--- src/rtl/seq_detect_param.sv ---
// -----------------------------------------------------------------------------
// seq_detect_param
//
// Parametrised serial-bit sequence detector. Each qualified input bit is
// shifted into a history window. When the window holds PATTERN (MSB = the
// oldest bit) and enough bits have been seen since the last reset/clear/
// non-overlapping match, a registered one-cycle match pulse is produced and
// a saturating match counter advances.
//
// Parameters
//   PAT_W    pattern length in bits (2..16)
//   PATTERN  target pattern, MSB is the first-received bit
//   OVERLAP  1: history kept after a match (overlapping matches)
//            0: history discarded after a match
//   CNT_W    width of the saturating match counter
//
// Ports
//   clk          rising-edge clock
//   rst          asynchronous, active-high reset
//   in           serial data bit
//   in_valid     qualifies in; the bit is sampled only when high
//   clear        synchronous clear of history, fill, counter and out
//   out          match pulse, high for one cycle after the completing bit
//   match_count  saturating count of matches
//   fill         number of valid bits currently held in the history
// -----------------------------------------------------------------------------
module seq_detect_param #(
    parameter int                PAT_W   = 4,
    parameter logic [PAT_W-1:0]  PATTERN = 4'b1111,
    parameter bit                OVERLAP = 1'b1,
    parameter int                CNT_W   = 8
) (
    input  logic                         clk,
    input  logic                         rst,
    input  logic                         in,
    input  logic                         in_valid,
    input  logic                         clear,
    output logic                         out,
    output logic [CNT_W-1:0]             match_count,
    output logic [$clog2(PAT_W+1)-1:0]   fill
);

    localparam int FILL_W = $clog2(PAT_W + 1);

    // Fill level at which the incoming bit can complete a full window.
    localparam logic [FILL_W-1:0] FILL_MATCH_MIN = FILL_W'(PAT_W - 1);
    localparam logic [FILL_W-1:0] FILL_MAX       = FILL_W'(PAT_W);
    localparam logic [CNT_W-1:0]  CNT_MAX        = {CNT_W{1'b1}};

    // Only the newest PAT_W-1 bits are stored: the oldest bit of a full
    // window is shifted out by the very bit that is compared against it, so
    // it never takes part in a later comparison.
    logic [PAT_W-2:0]  hist_reg;
    logic [PAT_W-2:0]  hist_next;
    logic [FILL_W-1:0] fill_reg;
    logic [FILL_W-1:0] fill_next;
    logic              out_reg;
    logic [CNT_W-1:0]  count_reg;
    logic [CNT_W-1:0]  count_next;

    // Window as it would look after accepting the current bit.
    logic [PAT_W-1:0]  new_hist;
    logic [PAT_W-1:0]  bit_eq;
    logic              pattern_hit;
    logic              window_full;
    logic              match;

    assign new_hist = {hist_reg, in};

    // Bitwise pattern comparison, reduced below.
    genvar gi;
    generate
        for (gi = 0; gi < PAT_W; gi++) begin : g_cmp
            assign bit_eq[gi] = (new_hist[gi] == PATTERN[gi]);
        end
    endgenerate

    assign pattern_hit = &bit_eq;

    // Guarantees that bits from before a reset/clear (held as zeros in the
    // history) can never make up part of a match.
    assign window_full = (fill_reg >= FILL_MATCH_MIN);

    assign match = in_valid && window_full && pattern_hit;

    always_comb begin
        hist_next  = hist_reg;
        fill_next  = fill_reg;
        count_next = count_reg;

        if (in_valid) begin
            if (match) begin
                if (OVERLAP) begin
                    hist_next = new_hist[PAT_W-2:0];
                    fill_next = FILL_MAX;
                end else begin
                    hist_next = '0;
                    fill_next = '0;
                end
                if (count_reg != CNT_MAX) begin
                    count_next = count_reg + 1'b1;
                end
            end else begin
                hist_next = new_hist[PAT_W-2:0];
                if (fill_reg != FILL_MAX) begin
                    fill_next = fill_reg + 1'b1;
                end
            end
        end
    end

    always_ff @(posedge clk or posedge rst) begin
        if (rst) begin
            hist_reg  <= '0;
            fill_reg  <= '0;
            out_reg   <= 1'b0;
            count_reg <= '0;
        end else if (clear) begin
            hist_reg  <= '0;
            fill_reg  <= '0;
            out_reg   <= 1'b0;
            count_reg <= '0;
        end else begin
            hist_reg  <= hist_next;
            fill_reg  <= fill_next;
            // match already includes in_valid, so out drops on idle cycles.
            out_reg   <= match;
            count_reg <= count_next;
        end
    end

    assign out         = out_reg;
    assign match_count = count_reg;
    assign fill        = fill_reg;

endmodule

--- config.mk ---
export PLATFORM = sky130hd
export DESIGN_NAME = seq_detect_param
export DESIGN_NICKNAME = d
export VERILOG_FILES = /design/src/rtl/seq_detect_param.sv
export SDC_FILE = /design/constraint.sdc
export NUM_CORES = 1
export LEC_CHECK = 0
export CAP_MARGIN = 0
export CORE_MARGIN = 3
export CORE_UTILIZATION = 47
export DETAILED_ROUTE_END_ITERATION = 16
export MAX_ROUTING_LAYER = met4
export PLACE_DENSITY_LB_ADDON = 0.08
export SLEW_MARGIN = 20
export SYNTH_ARGS = -nofsm -noshare
export SYNTH_HDL_FRONTEND = slang
export SYNTH_SLANG_ARGS = --single-unit
--- constraint.sdc ---
create_clock -name clk -period 2.59 [get_ports clk]
set_clock_uncertainty 0.1 [all_clocks]
set_input_delay 0.6475 -clock clk [delete_from_list [all_inputs] [get_ports clk]]
set_output_delay 0.6475 -clock clk [all_outputs]
set_load 0.03 [all_outputs]
==> qor.csv <==
stage,metric,value,unit
outcome,status,"complete, no violations",
global_routing,antenna_found_initial,0,
synthesis,yosysWarnings,0,
hold_path,min_from,hist_reg[2],
routing,first_pass_iters,4,
synthesis,synth_nets,98,
floorplanning,fp-row-count,14,
floorplanning,dieArea,2300,sq um
placement,dpl.hpwl,1270,um
routing,drt_iter0_drc,14,
layout,area_delta_synth_final,25.7,%
pwr,p_per_area,415,nW/um^2
placement,numPortBuffers,16,
routing,wl_per_cell,14.0,um
pwr,ir_drop,0.281,mV
clocking,cts.htree.levels,1,
timing,fin_crit_sh,0.895,
routing,routed_wl,1740,um
clocking,cts_tree,yes,
synthesis,synthCells,89,
global_routing,busiest_layer,met1,
clocking,path_clk_slew,0.09,ns
routing,vias_per_cell,5.97,
global_routing,grt_max_degree,16,
routing,vias,740,
layout,mostFrequentLayoutCells,"16 x clkdlybuf4s50_1, 15 x dfrtp_1, 8 x nor2_1, 8 x nand2_1, 7 x inv_1",
global_routing,gr-usage-met2,0.269,
global_routing,use_met1,0.272,
floorplanning,core,1580,sq um
critical_path,path_max_fanout,9,
global_routing,grtUsageMet3,0.0338,
layout,largest_register_ffs,8,
synthesis,synth.area.top_cells,"dfrtp_1 45%, ha_1 6.0%, a21oi_1 3.6%",
timing,drv_slew,0,
layout,n_fill_cell,137,
floorplanning,num_io_pins,17,
global_routing,first_global_vias,677,
critical_path,timing.rr.start,fill[0],
synthesis,muxShareOfSynthArea,0.0363,
floorplanning,initial_core_util,0.525,
clocking,clk_latency,0.29,ns
floorplanning,die_width,48.0,um
synthesis,synth_top_cell_by_area,dfrtp_1,
critical_path,start_kind,input port,
synthesis,netlist-cell-type-count,25,
timing,worst_slew_pin_slew,0.603,ns
routing,drc,0,
timing,slew_headroom,0.596,
synthesis,yosysTopAreaCellShare,0.453,
critical_path,critical_path_class,input port to register,
clocking,max-clock-path-buffers,2,
layout,layout.nets,118,
global_routing,grt_util_all_layers,0.195,
critical_path,endpoint_kind,register,
critical_path,cp.required,2.65,ns
layout,antennaDiodeCount,0,
synthesis,synthSimpleGateAreaFrac,0.198,
global_routing,grt_pass1_wl,2970,um
synthesis,synth-xor-area-share,0,
global_routing,gr-total-overflow,0,
clocking,cts_hold_buf,0,
critical_path,r2r_slack,0.45,ns
routing,ant_nets,0,
pwr,leakage,0.431,nW
flow_run,cap_violations,0,
synthesis,netlist_area,828,sq um
synthesis,synth_compound_area_frac,0.183,
placement,gp_routability_congestion,0.830,
critical_path,cp-startpoint,in_valid,
clocking,cts_root_buf,clkbuf_4,
synthesis,synth_top_family_by_area,simple AND/OR/NAND/NOR gates,
layout,drive_gt1_frac,0.0926,
timing,setup_viol,0,
floorplanning,die_h,48.0,um
clocking,cts_sinks,15,
critical_path,cp_data_arrival_time,2.38,ns
timing,hold_viol_final,0,
hold_path,hold_class,register to register,
synthesis,syn_area_per_cell,9.31,sq um
synthesis,ys_ff_latch,15,
clocking,cts_buffers,3,
synthesis,ys_seq_area_frac,0.453,
timing,fin_crit,2.32,ns
layout,final_common_cell,clkdlybuf4s50_1,
timing,fmax,431,MHz
timing,rsz0062_at_grt,false,
clocking,post_cts_buffers,0,
timing,fin_tns_setup,0,ns
synthesis,synth_fa_ha_area_frac,0.0604,
pwr,total_power,0.432,mW
clocking,cts_resized,0,
[where the power goes]
part,switching (mW),leakage (nW),internal (mW)
sequential,0.00519,0.207,0.238
clock,0.0769,0.0150,0.0599
combinational,0.0292,0.208,0.0222
[worst paths after layout]
check,endpoint,cells after the start
max,match_count[6],6
min,hist_reg[2],2
max reg2reg,match_count[6],7
min reg2reg,hist_reg[2],2
max in group asynchronous,match_count[0],2
min in group asynchronous,match_count[4],2
[kinds of logic (layout without fill, tap and decap cells)]
group                    after synthesis  count (layout)
multiplexers                           3               3
flip-flops                            15              15
adder cells (fa/ha/maj)                4               4
buffers and inverters                 13              32
AND/OR/NAND/NOR                       32              32
AO/OA/AOI/OAI                         22              22
[worst max-delay path, stage by stage]
cell	delay (ns)
clkdlybuf4s50_1	0.52
nand2_4	0.05
or3_1	0.47
buf_4	0.21
o311ai_0	0.34
o41ai_1	0.13
[stage by stage]
step	area (sq um)	hold slack, ns	std cells	setup slack (ns)	utilization
finish	1040	0.439	124	0.272	0.660
global route	1040	0.477	124	0.152	0.660
CTS	1040	0.445	124	0.278	0.660
detailed placement	1010	0.421	120	-0.0129	0.644
global placement	1010	0.413	120	-0.0181	0.644
floorplan	828	0.387	89	0.425	-
[cell usage after synthesis]
library cell and count:
dfrtp_1 15, nand2_1 8, nor2_1 8, inv_1 7
a21oi_1 6, nand3_1 5, clkbuf_1 4, ha_1 4
o31ai_1 4, or4_1 4, mux2i_1 3, nand4_1 3
o41ai_1 3, o21ai_0 2, o311ai_0 2, or3_1 2
a211oi_1 1, a21o_1 1, a311oi_1 1, buf_2 1
buf_6 1, nand2_4 1, o21a_1 1, o22ai_1 1
or2_2 1
[routing by layer]
layer,vias to the layer above,wire length [um],part of all wire
met5,-,0,0
met4,0,36,0.021
met3,4,94,0.054
met2,22,748,0.43
met1,349,861,0.49
li1,365,-,-
[area by class of cell]
cell class,count,area (sq um),share of cell area
multi-input cells,61,395,0.380
flip-flops and latches,15,375,0.361
repair buffers,21,198,0.190
clock buffers,4,26.3,0.0252
inverters,7,26.3,0.0252
well taps,16,20.0,0.0192
(Power assumes the default switching activity.)
